**src/rtl/bids22_pkg.sv**
```systemverilog
// Shared types and helpers for the bids22 host command sequencer.
package bids22_pkg;

    typedef enum logic [3:0] {
        OP_NOOP      = 4'd0,
        OP_UNLOCK    = 4'd1,
        OP_LOCK      = 4'd2,
        OP_LOADX     = 4'd3,
        OP_LOADY     = 4'd4,
        OP_LOADZ     = 4'd5,
        OP_MASK      = 4'd6,
        OP_TIMER     = 4'd7,
        OP_BIDCHARGE = 4'd8
    } op_e;

    typedef enum logic [2:0] {
        S_IDLE,
        S_ISSUE,
        S_CHECK,
        S_RUN,
        S_WAIT_RES,
        S_FINISH,
        S_ABORT
    } state_e;

    localparam logic [1:0] ST_OK      = 2'd0;
    localparam logic [1:0] ST_CMD_ERR = 2'd1;
    localparam logic [1:0] ST_TIMEOUT = 2'd2;

    localparam logic [1:0] WIN_NONE = 2'd0;
    localparam logic [1:0] WIN_X    = 2'd1;
    localparam logic [1:0] WIN_Y    = 2'd2;
    localparam logic [1:0] WIN_Z    = 2'd3;

    // Index 0 (Unlock) is skipped when the engine is known to be unlocked.
    localparam logic [2:0] IDX_UNLOCK = 3'd0;
    localparam logic [2:0] IDX_LOADX  = 3'd1;
    localparam logic [2:0] IDX_LOCK   = 3'd7;

    typedef struct packed {
        logic [31:0] key;
        logic [31:0] x;
        logic [31:0] y;
        logic [31:0] z;
        logic [2:0]  mask;
        logic [31:0] timer;
        logic [31:0] cost;
        logic [15:0] round_len;
    } cfg_t;

    function automatic op_e cmd_op(input logic [2:0] idx);
        op_e op;
        op = OP_NOOP;
        unique case (idx)
            3'd0: op = OP_UNLOCK;
            3'd1: op = OP_LOADX;
            3'd2: op = OP_LOADY;
            3'd3: op = OP_LOADZ;
            3'd4: op = OP_MASK;
            3'd5: op = OP_TIMER;
            3'd6: op = OP_BIDCHARGE;
            3'd7: op = OP_LOCK;
        endcase
        return op;
    endfunction

    function automatic logic [31:0] cmd_data(input logic [2:0] idx,
                                             input cfg_t c);
        logic [31:0] d;
        d = c.key;
        case (idx)
            3'd1:    d = c.x;
            3'd2:    d = c.y;
            3'd3:    d = c.z;
            3'd4:    d = {29'b0, c.mask};
            3'd5:    d = c.timer;
            3'd6:    d = c.cost;
            default: d = c.key;
        endcase
        return d;
    endfunction

    function automatic logic [1:0] winner_code(input logic x,
                                               input logic y,
                                               input logic z);
        logic [1:0] w;
        w = WIN_NONE;
        case ({z, y, x})
            3'b001:  w = WIN_X;
            3'b010:  w = WIN_Y;
            3'b100:  w = WIN_Z;
            default: w = WIN_NONE;
        endcase
        return w;
    endfunction

endpackage

```
**src/rtl/bids22_dcount.sv**
```systemverilog
// Loadable 16-bit down-counter; saturates at zero and flags it.
module bids22_dcount (
    input  logic        clk,
    input  logic        reset_n,
    input  logic        load,
    input  logic        en,
    input  logic [15:0] load_val,
    output logic        zero
);

    logic [15:0] count;

    always_ff @(posedge clk) begin
        if (!reset_n) begin
            count <= '0;
        end else if (load) begin
            count <= load_val;
        end else if (en && count != 16'd0) begin
            count <= count - 16'd1;
        end
    end

    assign zero = (count == 16'd0);

endmodule

```
**src/rtl/bids22_host_seq.sv**
```systemverilog
// Host-side sequencer: programs a bids22 round, runs it, collects the result.
module bids22_host_seq
    import bids22_pkg::*;
#(
    parameter int unsigned RESULT_TIMEOUT = 64
) (
    input  logic        clk,
    input  logic        reset_n,
    input  logic        go,
    input  logic [31:0] cfg_key,
    input  logic [31:0] cfg_x_value,
    input  logic [31:0] cfg_y_value,
    input  logic [31:0] cfg_z_value,
    input  logic [2:0]  cfg_mask,
    input  logic [31:0] cfg_timer,
    input  logic [31:0] cfg_bid_cost,
    input  logic [15:0] round_len,
    output logic [3:0]  C_op,
    output logic [31:0] C_data,
    output logic        C_start,
    input  logic        ready,
    input  logic [1:0]  err,
    input  logic        roundOver,
    input  logic        X_win,
    input  logic        Y_win,
    input  logic        Z_win,
    input  logic [31:0] maxBid,
    output logic        busy,
    output logic        done,
    output logic [1:0]  status,
    output logic [3:0]  fail_op,
    output logic [1:0]  res_winner,
    output logic [31:0] res_maxBid,
    output logic [1:0]  res_err
);

    // Counters run to zero, so they are loaded with (cycles - 1).
    localparam logic [15:0] TMO_LOAD = 16'(RESULT_TIMEOUT - 1);

    state_e      state;
    state_e      state_n;
    cfg_t        cfg;
    logic [2:0]  idx;
    logic        locked;
    logic        run_zero;
    logic        tmo_zero;
    logic [15:0] run_load;
    logic        run_ld;
    logic        run_en;
    logic        tmo_ld;
    logic        tmo_en;

    assign run_load = (cfg.round_len == 16'd0) ? 16'd0
                                               : cfg.round_len - 16'd1;
    assign run_ld   = (state == S_CHECK);
    assign run_en   = (state == S_RUN);
    assign tmo_ld   = (state == S_RUN);
    assign tmo_en   = (state == S_WAIT_RES);

    bids22_dcount u_run (
        .clk      (clk),
        .reset_n  (reset_n),
        .load     (run_ld),
        .en       (run_en),
        .load_val (run_load),
        .zero     (run_zero)
    );

    bids22_dcount u_tmo (
        .clk      (clk),
        .reset_n  (reset_n),
        .load     (tmo_ld),
        .en       (tmo_en),
        .load_val (TMO_LOAD),
        .zero     (tmo_zero)
    );

    always_ff @(posedge clk) begin
        if (!reset_n) begin
            state <= S_IDLE;
        end else begin
            state <= state_n;
        end
    end

    always_comb begin
        state_n = state;
        C_op    = OP_NOOP;
        C_data  = '0;
        C_start = 1'b0;
        busy    = (state != S_IDLE);
        done    = 1'b0;
        unique case (state)
            S_IDLE: begin
                if (go) state_n = S_ISSUE;
            end
            S_ISSUE: begin
                C_op   = cmd_op(idx);
                C_data = cmd_data(idx, cfg);
                if (ready) state_n = S_CHECK;
            end
            S_CHECK: begin
                if (err != 2'b00)       state_n = S_ABORT;
                else if (idx == IDX_LOCK) state_n = S_RUN;
                else                    state_n = S_ISSUE;
            end
            S_RUN: begin
                C_start = 1'b1;
                if (run_zero) state_n = S_WAIT_RES;
            end
            S_WAIT_RES: begin
                if (roundOver || tmo_zero) state_n = S_FINISH;
            end
            S_ABORT: begin
                state_n = S_FINISH;
            end
            S_FINISH: begin
                done    = 1'b1;
                state_n = S_IDLE;
            end
            default: state_n = S_IDLE;
        endcase
    end

    always_ff @(posedge clk) begin
        if (!reset_n) begin
            cfg        <= '0;
            idx        <= '0;
            locked     <= 1'b0;
            status     <= ST_OK;
            fail_op    <= '0;
            res_winner <= WIN_NONE;
            res_maxBid <= '0;
            res_err    <= '0;
        end else begin
            if (state == S_IDLE && go) begin
                cfg.key       <= cfg_key;
                cfg.x         <= cfg_x_value;
                cfg.y         <= cfg_y_value;
                cfg.z         <= cfg_z_value;
                cfg.mask      <= cfg_mask;
                cfg.timer     <= cfg_timer;
                cfg.cost      <= cfg_bid_cost;
                cfg.round_len <= round_len;
                idx           <= locked ? IDX_UNLOCK : IDX_LOADX;
                status        <= ST_OK;
                fail_op       <= '0;
                res_winner    <= WIN_NONE;
                res_maxBid    <= '0;
                res_err       <= '0;
            end
            if (state == S_CHECK) begin
                if (err != 2'b00) begin
                    status  <= ST_CMD_ERR;
                    fail_op <= cmd_op(idx);
                end else begin
                    if (idx == IDX_LOCK)   locked <= 1'b1;
                    if (idx == IDX_UNLOCK) locked <= 1'b0;
                    if (idx != IDX_LOCK)   idx    <= idx + 3'd1;
                end
            end
            // A result arriving on the timeout cycle still counts.
            if (state == S_WAIT_RES) begin
                if (roundOver) begin
                    status     <= ST_OK;
                    res_winner <= winner_code(X_win, Y_win, Z_win);
                    res_maxBid <= maxBid;
                    res_err    <= err;
                end else if (tmo_zero) begin
                    status     <= ST_TIMEOUT;
                    res_winner <= WIN_NONE;
                    res_maxBid <= '0;
                    res_err    <= '0;
                end
            end
        end
    end

endmodule

```
**config.mk**
```make
export PLATFORM = sky130hd
export DESIGN_NAME = bids22_host_seq
export DESIGN_NICKNAME = d
export VERILOG_FILES = /design/src/rtl/bids22_pkg.sv /design/src/rtl/bids22_dcount.sv /design/src/rtl/bids22_host_seq.sv
export SDC_FILE = /design/constraint.sdc
export NUM_CORES = 1
export LEC_CHECK = 0
export ABC_CLOCK_PERIOD_IN_PS = 2750
export CORE_MARGIN = 2
export CORE_UTILIZATION = 30
export DETAILED_ROUTE_END_ITERATION = 8
export PLACE_DENSITY = 0.56
export SETUP_SLACK_MARGIN = 0.2
export SYNTH_ARGS = -nofsm -noshare
export SYNTH_HDL_FRONTEND = slang
export SYNTH_SLANG_ARGS = --single-unit
```
**constraint.sdc**
```tcl
create_clock -name clk -period 2.75 [get_ports clk]
set_clock_uncertainty 0.1 [all_clocks]
set_input_delay 0.825 -clock clk [delete_from_list [all_inputs] [get_ports clk]]
set_output_delay 0.825 -clock clk [all_outputs]
set_load 0.03 [all_outputs]
```
==> impl_results.html, run 1 <==
<table>
<tr><th>Metric</th><th>Value</th></tr>
<tr><th colspan="2">GRT</th></tr>
<tr><td>Vias in the first global route</td><td>12492</td></tr>
<tr><td>GRT Resource Usage Total</td><td>20.2%</td></tr>
<tr><td>First-pass GRT wire length</td><td>approximately 70000 um</td></tr>
<tr><td>Initial antenna violation count</td><td>8</td></tr>
<tr><td>Pin count of the biggest net entering global routing</td><td>about 110</td></tr>
<tr><td>Overflow after GRT</td><td>0</td></tr>
<tr><th colspan="2">Clock tree</th></tr>
<tr><td>Number of CTS-inserted buffers</td><td>37</td></tr>
<tr><td>Latest clock arrival within the worst-skew pair</td><td>around 0.55 ns</td></tr>
<tr><td>Clock input transition at the sequential cells of the worst setup and hold paths</td><td>~0.060 ns</td></tr>
<tr><td>CTS Buffer Depth</td><td>3</td></tr>
<tr><td>CTS tree</td><td>built</td></tr>
<tr><td>Clock sink count</td><td>approximately 300</td></tr>
<tr><td>Number of H-tree branching levels</td><td>2</td></tr>
<tr><td>Clock tree root driver cell</td><td>sky130_fd_sc_hd__clkbuf_16</td></tr>
<tr><th colspan="2">Synth</th></tr>
<tr><td>Post-synthesis cell count</td><td>between 1500 and 2000</td></tr>
<tr><td>Top-area cell type share of the netlist area</td><td>about 47%</td></tr>
<tr><td>Proportion of synthesized flip-flops having asynchronous set or reset</td><td>0%</td></tr>
<tr><td>Number of synthesized flops with an enable pin</td><td>0</td></tr>
<tr><td>Post-synthesis cell type count</td><td>61</td></tr>
<tr><td>Most instantiated cells after synthesis</td><td>sky130_fd_sc_hd__nand2_1, sky130_fd_sc_hd__dfxtp_1, sky130_fd_sc_hd__a21oi_1, sky130_fd_sc_hd__clkbuf_1, sky130_fd_sc_hd__nor2_1</td></tr>
<tr><td>Summed instance area of the synthesized netlist</td><td>12500 um2</td></tr>
<tr><td>Sequential cell area fraction in the yosys report</td><td>47.5%</td></tr>
<tr><td>#FFs+latches synth</td><td>roughly 300</td></tr>
<tr><td>Syn Nets</td><td>1848</td></tr>
<tr><td>Per-instance average area after synthesis</td><td>roughly 7.9 um2</td></tr>
<tr><td>Most instantiated library cell after synthesis</td><td>sky130_fd_sc_hd__nand2_1</td></tr>
<tr><td>Most area-hungry cell type in the Yosys netlist</td><td>sky130_fd_sc_hd__dfxtp_1</td></tr>
<tr><td>Total of warnings raised by yosys</td><td>0</td></tr>
<tr><td>Top area cells in the synthesized netlist</td><td>sky130_fd_sc_hd__dfxtp_1, sky130_fd_sc_hd__nand2_1, sky130_fd_sc_hd__a21oi_1</td></tr>
<tr><td>Most used flip-flop cell after synthesis</td><td>sky130_fd_sc_hd__dfxtp_1</td></tr>
<tr><th colspan="2">Final layout</th></tr>
<tr><td>Share of layout cells above drive strength 1</td><td>about 17%</td></tr>
<tr><td>Number of nets at the end of the flow</td><td>between 2000 and 2500</td></tr>
<tr><td>Layout Area Growth over Synthesis</td><td>53.0%</td></tr>
<tr><td>Finished Layout Cells</td><td>between 2000 and 3000</td></tr>
<tr><th colspan="2">Route</th></tr>
<tr><td>Overall routed net length</td><td>45000 um</td></tr>
<tr><td>DR vias/cell</td><td>approximately 5.0</td></tr>
<tr><td>First-pass DRT Iterations</td><td>5</td></tr>
<tr><td>Average detailed-routed wire length per instance</td><td>18.0 um</td></tr>
<tr><td>Overall via count from detail_route</td><td>roughly 13000</td></tr>
<tr><td>DRC</td><td>0</td></tr>
<tr><td>Number of nets with antenna violations after detailed routing</td><td>0</td></tr>
<tr><td>Number of DRC markers after the initial detailed-route iteration</td><td>1004</td></tr>
<tr><th colspan="2">STA</th></tr>
<tr><td>Total setup violations reported at the end of the flow</td><td>32</td></tr>
<tr><td>Worst-case setup margin in the final layout</td><td>-0.702 ns</td></tr>
<tr><td>Highest attainable clock frequency</td><td>290 MHz</td></tr>
<tr><td>Final Hold Fails</td><td>0</td></tr>
<tr><td>Least-Margin Pin Slew</td><td>roughly 1.0 ns</td></tr>
<tr><td>Number of slew-limit violations in the final report</td><td>0</td></tr>
<tr><td>Setup tns final</td><td>-19.36 ns</td></tr>
<tr><td>Relative max-transition margin</td><td>about a third</td></tr>
<tr><td>Unrepaired setup endpoints after global routing</td><td>yes</td></tr>
<tr><td>Final worst path period need</td><td>around 3.5 ns</td></tr>
<tr><td>Fin Hold WS</td><td>0.352 ns</td></tr>
<tr><td>Period utilization</td><td>126%</td></tr>
<tr><th colspan="2">Die</th></tr>
<tr><td>DIE WIDTH</td><td>just over 200 um</td></tr>
<tr><td>Initial core utilization</td><td>slightly above 30%</td></tr>
<tr><td>Floorplan die height</td><td>just over 200 um</td></tr>
<tr><td>Std-Cell Core Area</td><td>40900 um2</td></tr>
<tr><td>Die ar.</td><td>roughly 43000 um2</td></tr>
<tr><td>IO Count</td><td>334</td></tr>
<tr><td>Number of rows created at floorplan</td><td>74</td></tr>
<tr><th colspan="2">Power and ir drop</th></tr>
<tr><td>Switching share of total power</td><td>a little under two fifths</td></tr>
<tr><td>Pwr per Cell Area</td><td>between 900 and 1000 nW/um2</td></tr>
<tr><td>Pint</td><td>0.0109 W</td></tr>
<tr><td>Overall power consumption</td><td>approximately 0.017 W</td></tr>
<tr><td>Maximum vdd drop</td><td>approximately 520 uV</td></tr>
<tr><td>Switching pwr</td><td>around 0.0066 W</td></tr>
<tr><td>Proportion of power drawn by combinational gates</td><td>between 30% and 40%</td></tr>
<tr><td>Sequential cell fraction of total power</td><td>around a third</td></tr>
<tr><td>Static leakage</td><td>approximately 7.0 nW</td></tr>
<tr><td>Relative contribution of the clock network to total power</td><td>28.4%</td></tr>
<tr><th colspan="2">Critical path</th></tr>
<tr><td>Type of the setup path with the least slack</td><td>flip-flop to primary output</td></tr>
<tr><td>Origin of the critical flop-to-flop path</td><td>u_tmo.count[0]</td></tr>
<tr><td>Worst Path Arrival</td><td>~2.5 ns</td></tr>
<tr><td>Required time reported for the critical path endpoint</td><td>roughly 1.8 ns</td></tr>
<tr><td>CP startpoint</td><td>idx[0]</td></tr>
<tr><td>Worst Path Max Fanout</td><td>6</td></tr>
<tr><td>Type of element capturing the critical path</td><td>primary output</td></tr>
<tr><td>Critical Path Start Type</td><td>flip-flop</td></tr>
<tr><th colspan="2">Status</th></tr>
<tr><td>Outcome</td><td>finished, violations left</td></tr>
<tr><td>Violations in the final reports</td><td>negative setup slack</td></tr>
<tr><th colspan="2">Job</th></tr>
<tr><td>Number of maximum-capacitance violations</td><td>0</td></tr>
<tr><th colspan="2">Placement</th></tr>
<tr><td>Post-detail-place hpwl</td><td>~32000 um</td></tr>
<tr><td>Buffers on Ports</td><td>333</td></tr>
<tr><td>DP Worst Slack</td><td>-0.310 ns</td></tr>
<tr><td># placed instances</td><td>between 2000 and 2500</td></tr>
<tr><td>Gpl congestion</td><td>0.821</td></tr>
<tr><th colspan="2">Worst hold path</th></tr>
<tr><td>Worst min-delay path class</td><td>flip-flop to flip-flop</td></tr>
<tr><td>Hold_sp</td><td>cfg[154]</td></tr>
</table>
## power groups by stage
stage	registers (W)	logic, W	clock network, W
final	0.00566	0.00684	0.00496
after global routing	0.00577	0.00749	0.00527
after CTS	0.00565	0.00675	0.00510
after detailed placement	0.00571	0.00656	0
after global placement	0.00570	0.00650	0
after floorplan	0.00563	0.00438	0
## through the flow
step                util (%)  instance area (um2)
floorplan                  -                13100
global placement        42.2                17300
detailed placement      42.2                17300
CTS                     46.2                18900
global route            46.6                19100
finish                  46.6                19100
## cell families (layout without fill, tap and decap cells)
| logic type | after synthesis | after routing | synth area share [%] |
|---|---|---|---|
| flops | 296 | 296 | 47.5 |
| mux | 13 | 13 | 1.16 |
| xor+xnor | 37 | 37 | 2.60 |
| other cells | 0 | 6 | 0 |
| fa+ha+maj | 12 | 12 | 1.18 |
| buf+inv | 136 | 518 | 4.21 |
| compound gates | 425 | 425 | 20.8 |
| simple gates | 665 | 665 | 22.6 |
## placed cells by master (no fill, tap or decap), drive strengths merged, types with 12 or more instances in the layout
cell             n
o21ai           25
nor3            23
a222oi          33
a31oi           12
nor4            16
nand2          464
nor2            91
xor2            12
dfxtp          296
mux2            12
xnor2           25
a21oi          259
inv             15
a22oi           58
buf            142
clkbuf          58
clkdlybuf4s50  283
## timing repair
item                       CTS  global route
setup endpoints to repair   45            81
gates cloned                 1             1
hold buffers                 0             0
setup buffers                9             7
pin swaps                   28            46
resized for setup           91            23
## worst max-delay path, cell delays in order, from the launching register on
cell and delay (ns):
sky130_fd_sc_hd__dfxtp_4 0.35, sky130_fd_sc_hd__buf_6 0.12, sky130_fd_sc_hd__ha_4 0.16, sky130_fd_sc_hd__ha_4 0.21
sky130_fd_sc_hd__buf_12 0.16, sky130_fd_sc_hd__buf_8 0.13, sky130_fd_sc_hd__a222oi_1 0.42, sky130_fd_sc_hd__buf_4 0.20
sky130_fd_sc_hd__a21oi_4 0.06, sky130_fd_sc_hd__buf_12 0.16
## layout make-up
type                            count  area [um2]
Inverter                           14        65.1
Clock buffer                       57        1130
Clock inverter                      9         104
Fill cell                        4007       21800
Timing Repair Buffer              438        4500
Tap cell                          532         666
Multi-Input combinational cell   1152        6660
Antenna cell                        6        15.0
Sequential cell                   296        5940
## final timing paths
check                                      end  slack, ns  cells past startpoint
worst min register to register        cfg[154]       0.35                      2
worst max register to register  res_maxBid[26]       0.36                      8
worst min-delay path                  cfg[154]       0.35                      2
worst max-delay path                 C_data[1]      -0.70                      9
## registers in the layout, indices dropped and copies added, names as in the netlist, named ones only
| register | count |
|---|---|
| u_tmo.count | 16 |
| res_maxBid | 32 |
| u_run.count | 16 |
| status | 2 |
| idx | 3 |
| res_err | 2 |
| cfg | 211 |
| locked | 1 |
| state | 3 |
| res_winner | 2 |
| fail_op | 4 |
## metal layers
layer	global-route usage (%)	wire (um)	up-vias
met3	5.06	3110	53
met5	0	39	-
met4	5.80	785	6
li1	-	-	6209
met1	26.7	19900	5935
met2	32.6	21100	366
(Power assumes the default switching activity.)
==> run 2, diff against run 1 <==
==> constraint.sdc (replaced) <==
create_clock -name clk -period 2.75 [get_ports clk]
set_clock_uncertainty 0.1 [all_clocks]
set_input_delay 0.4125 -clock clk [delete_from_list [all_inputs] [get_ports clk]]
set_output_delay 0.4125 -clock clk [all_outputs]
set_load 0.03 [all_outputs]
==> run 2 against run 1 <==
Net effect:
- the flow still finishes with violations (negative setup slack)
- setup slack improved by 0.54 ns
- fmax increased by 19%
- critical path depth increased by 1
- critical path type unchanged
==> impl_results.html, run 2 (synthesis results as in run 1) <==
<table>
<tr><th>Metric</th><th>Value</th></tr>
<tr><th colspan="2">STA</th></tr>
<tr><td>Unrepaired setup endpoints after global routing</td><td>yes</td></tr>
<tr><td>Relative max-transition margin</td><td>21.1% (-12 points)</td></tr>
<tr><td>Least-Margin Pin Slew</td><td>1.18 ns (+0.184 ns)</td></tr>
<tr><td>Worst-case setup margin in the final layout</td><td>-0.158 ns (+0.544 ns)</td></tr>
<tr><td>Highest attainable clock frequency</td><td>344 MHz (+19%)</td></tr>
<tr><td>Final worst path period need</td><td>2.91 ns (-0.544 ns)</td></tr>
<tr><td>Total setup violations reported at the end of the flow</td><td>32 (unchanged)</td></tr>
<tr><td>Period utilization</td><td>106% (-20 points)</td></tr>
<tr><td>Number of slew-limit violations in the final report</td><td>0 (unchanged)</td></tr>
<tr><td>Final Hold Fails</td><td>0 (unchanged)</td></tr>
<tr><th colspan="2">GRT</th></tr>
<tr><td>Overflow after GRT</td><td>0 (unchanged)</td></tr>
<tr><td>Pin count of the biggest net entering global routing</td><td>117 (+9.3%)</td></tr>
<tr><td>Vias in the first global route</td><td>12352 (-1.1%)</td></tr>
<tr><td>GRT Resource Usage Total</td><td>20.5% (+0.35 points)</td></tr>
<tr><td>Initial antenna violation count</td><td>12 (+4)</td></tr>
<tr><td>First-pass GRT wire length</td><td>70400 um (+0.97%)</td></tr>
<tr><th colspan="2">Worst hold path</th></tr>
<tr><td>Hold path depth</td><td>3 (+1)</td></tr>
<tr><td>Worst min-delay path class</td><td>primary input to flip-flop</td></tr>
<tr><td>Hold_sp</td><td>cfg_z_value[9]</td></tr>
<tr><td>Hold-critical path endpoint</td><td>cfg[92]</td></tr>
<tr><th colspan="2">Clock tree</th></tr>
<tr><td>Number of CTS-inserted buffers</td><td>35 (-5.4%)</td></tr>
<tr><td>Number of H-tree branching levels</td><td>2 (unchanged)</td></tr>
<tr><td>Clock tree root driver cell</td><td>sky130_fd_sc_hd__clkbuf_16</td></tr>
<tr><td>Latest clock arrival within the worst-skew pair</td><td>0.54 ns (about the same)</td></tr>
<tr><td>CTS Buffer Depth</td><td>3 (unchanged)</td></tr>
<tr><td># hold bufs at CTS</td><td>0 (unchanged)</td></tr>
<tr><td>Clock sink count</td><td>296 (unchanged)</td></tr>
<tr><td>CTS tree</td><td>built</td></tr>
<tr><td>Clock input transition at the sequential cells of the worst setup and hold paths</td><td>0.06 ns (about the same)</td></tr>
<tr><th colspan="2">Placement</th></tr>
<tr><td>DP Worst Slack</td><td>-0.0603 ns (+0.249 ns)</td></tr>
<tr><td>Buffers on Ports</td><td>333 (unchanged)</td></tr>
<tr><td>Post-detail-place hpwl</td><td>31500 um (about the same)</td></tr>
<tr><td>Gpl congestion</td><td>0.825 (+0.51%)</td></tr>
<tr><th colspan="2">Final layout</th></tr>
<tr><td>Share of layout cells above drive strength 1</td><td>14.3% (-2.4 points)</td></tr>
<tr><td>Number of nets at the end of the flow</td><td>2169 (-1.5%)</td></tr>
<tr><td>Most common cell after layout, fill and taps aside</td><td>sky130_fd_sc_hd__nand2_1</td></tr>
<tr><td>Layout Area Growth over Synthesis</td><td>49.9%</td></tr>
<tr><td>Largest register FFs</td><td>211 (unchanged)</td></tr>
<tr><td>Registers with the most flip-flops</td><td>cfg (211), res_maxBid (32)</td></tr>
<tr><td>Commonest cells after routing, fill and taps aside</td><td>sky130_fd_sc_hd__nand2_1, sky130_fd_sc_hd__clkdlybuf4s50_1, sky130_fd_sc_hd__dfxtp_1, sky130_fd_sc_hd__a21oi_1, sky130_fd_sc_hd__nor2_1</td></tr>
<tr><td>Top register by number of flip-flops</td><td>cfg</td></tr>
<tr><th colspan="2">Critical path</th></tr>
<tr><td>Worst Path Max Fanout</td><td>6 (unchanged)</td></tr>
<tr><td>Origin of the critical flop-to-flop path</td><td>u_run.count[0]</td></tr>
<tr><td>Type of element capturing the critical path</td><td>primary output</td></tr>
<tr><td>Setup slack on the worst flop-to-flop path</td><td>0.36 ns (about the same)</td></tr>
<tr><td>Largest stage delay on the critical path</td><td>0.40 ns (-0.02 ns)</td></tr>
<tr><td>Critical Path Start Type</td><td>flip-flop</td></tr>
<tr><td>Reg-to-reg critical path endpoint</td><td>state[0]</td></tr>
<tr><td>Required time reported for the critical path endpoint</td><td>2.24 ns (+0.41 ns)</td></tr>
<tr><td>Number of cells traversed by the worst register-to-register path</td><td>7 (-1)</td></tr>
<tr><td>Most numerous cell on the critical path</td><td>sky130_fd_sc_hd__buf_12</td></tr>
<tr><td>Critical-path top delay cell</td><td>sky130_fd_sc_hd__dfxtp_4</td></tr>
<tr><td>Crit path cell chain</td><td>inv_4, ha_4, buf_12, nor4_4, buf_6, buf_12, buf_16, nand2_4, a31oi_4, buf_12</td></tr>
<tr><td>Worst Path Arrival</td><td>2.40 ns (-0.13 ns)</td></tr>
<tr><td>Type of the setup path with the least slack</td><td>flip-flop to primary output</td></tr>
<tr><th colspan="2">Die</th></tr>
<tr><td>DIE WIDTH</td><td>208 um (unchanged)</td></tr>
<tr><td>Number of rows created at floorplan</td><td>74 (unchanged)</td></tr>
<tr><td>IO Count</td><td>334 (unchanged)</td></tr>
<tr><td>Std-Cell Core Area</td><td>40900 um2 (unchanged)</td></tr>
<tr><td>Initial core utilization</td><td>30.5% (unchanged)</td></tr>
<tr><td>Floorplan die height</td><td>208 um (unchanged)</td></tr>
<tr><td>Die ar.</td><td>43200 um2 (unchanged)</td></tr>
<tr><th colspan="2">Power and ir drop</th></tr>
<tr><td>Pwr per Cell Area</td><td>916 nW/um2 (about the same)</td></tr>
<tr><td>Maximum vdd drop</td><td>732 uV (+41%)</td></tr>
<tr><td>Static leakage</td><td>6.77 nW (-3.6%)</td></tr>
<tr><td>Overall power consumption</td><td>0.0171 W (-1.9%)</td></tr>
<tr><th colspan="2">Route</th></tr>
<tr><td>DRC</td><td>0 (unchanged)</td></tr>
<tr><td>Overall via count from detail_route</td><td>12557 (-0.095%)</td></tr>
<tr><td>DR vias/cell</td><td>5.08 (+1.2%)</td></tr>
<tr><td>First-pass DRT Iterations</td><td>6 (+1)</td></tr>
<tr><td>Number of DRC markers after the initial detailed-route iteration</td><td>1049 (+4.5%)</td></tr>
<tr><td>Overall routed net length</td><td>46500 um (+3.3%)</td></tr>
<tr><td>Average detailed-routed wire length per instance</td><td>18.8 um (+4.7%)</td></tr>
<tr><td>Number of nets with antenna violations after detailed routing</td><td>0 (unchanged)</td></tr>
<tr><th colspan="2">Job</th></tr>
<tr><td>Number of maximum-capacitance violations</td><td>0 (unchanged)</td></tr>
<tr><th colspan="2">Status</th></tr>
<tr><td>Violations in the final reports</td><td>negative setup slack</td></tr>
<tr><td>Outcome</td><td>finished, violations left</td></tr>
</table>
-- run 2: changes by cell type in the layout (fill, tap and decap cells not counted), moves of 6 or more --
| cell | delta |
|---|---|
| sky130_fd_sc_hd__nor2_2 | +19 |
| sky130_fd_sc_hd__a21oi_4 | -7 |
| sky130_fd_sc_hd__buf_6 | -13 |
| sky130_fd_sc_hd__buf_4 | -36 |
| sky130_fd_sc_hd__nor2_4 | -19 |
| sky130_fd_sc_hd__nand2_1 | +6 |
| sky130_fd_sc_hd__clkdlybuf4s50_1 | +11 |
-- run 2: worst max path at each step --
stage | end | start | cells after the start
finish | C_data[0] | idx[0] | 10
global route | C_data[1] | idx[0] | 9
CTS | C_data[1] | idx[0] | 9
detailed placement | C_data[10] | idx[1] | 7
global placement | C_data[29] | idx[1] | 7
floorplan | C_data[2] | idx[2] | 8
-- run 2: through the flow --
stage | cell area, um2 | utilization, % | hold WS [ns] | cells | setup TNS [ns]
floorplan | 12700 | - | 0.333 | 1584 | 0
global placement | 16700 | 40.7 | 0.341 | 2371 | -0.0244
CTS | 18400 | 45.0 | 0.291 | 2458 | -3.41
global route | 18700 | 45.7 | 0.302 | 2469 | -6.53
finish | 18700 | 45.7 | 0.309 | 2472 | -3.47
detailed placement | 16700 | 40.7 | 0.343 | 2371 | -0.224
-- run 2: worst max-delay path, delay by kind of cell (launching register included) --
| family | cells | cell delay (ns) |
|---|---|---|
| buffers and inverters | 6 | 0.77 |
| flip-flops | 1 | 0.40 |
| AO/OA/AOI/OAI | 1 | 0.18 |
| adder cells (fa/ha/maj) | 1 | 0.17 |
| AND/OR/NAND/NOR | 2 | 0.32 |
-- run 2: per-layer routing --
| layer | track usage [%] | share of wire, % | wire, um |
|---|---|---|---|
| met1 | 27.5 | 45 | 20700 |
| met2 | 32.4 | 46 | 21500 |
| met3 | 4.68 | 6.2 | 2900 |
| met4 | 7.34 | 2.8 | 1280 |
| met5 | 0 | 0.14 | 63 |
-- run 2: final cells by class --
cell class              instances  area [um2]
well taps                     532         666
repair buffers                406        4400
fillers                      4058       22200
clock buffers                  48         985
clock inverters                15         188
diodes                          9        22.5
multi-input cells            1152        6440
inverters                      14        62.6
flip-flops and latches        296        5940
-- run 2: timing repair --
item,4_1_cts,5_1_grt
buffers inserted,21,2
resized for setup,109,37
endpoints found under the setup margin,38,43
gates cloned,3,3
pin swaps,23,20
-- run 2: where the power goes --
part           leakage, nW  switching (W)  internal (W)
Clock                0.585        0.00194       0.00283
Sequential            2.42       0.000573       0.00509
Combinational         3.77        0.00402       0.00267
Total                 6.77        0.00653        0.0106
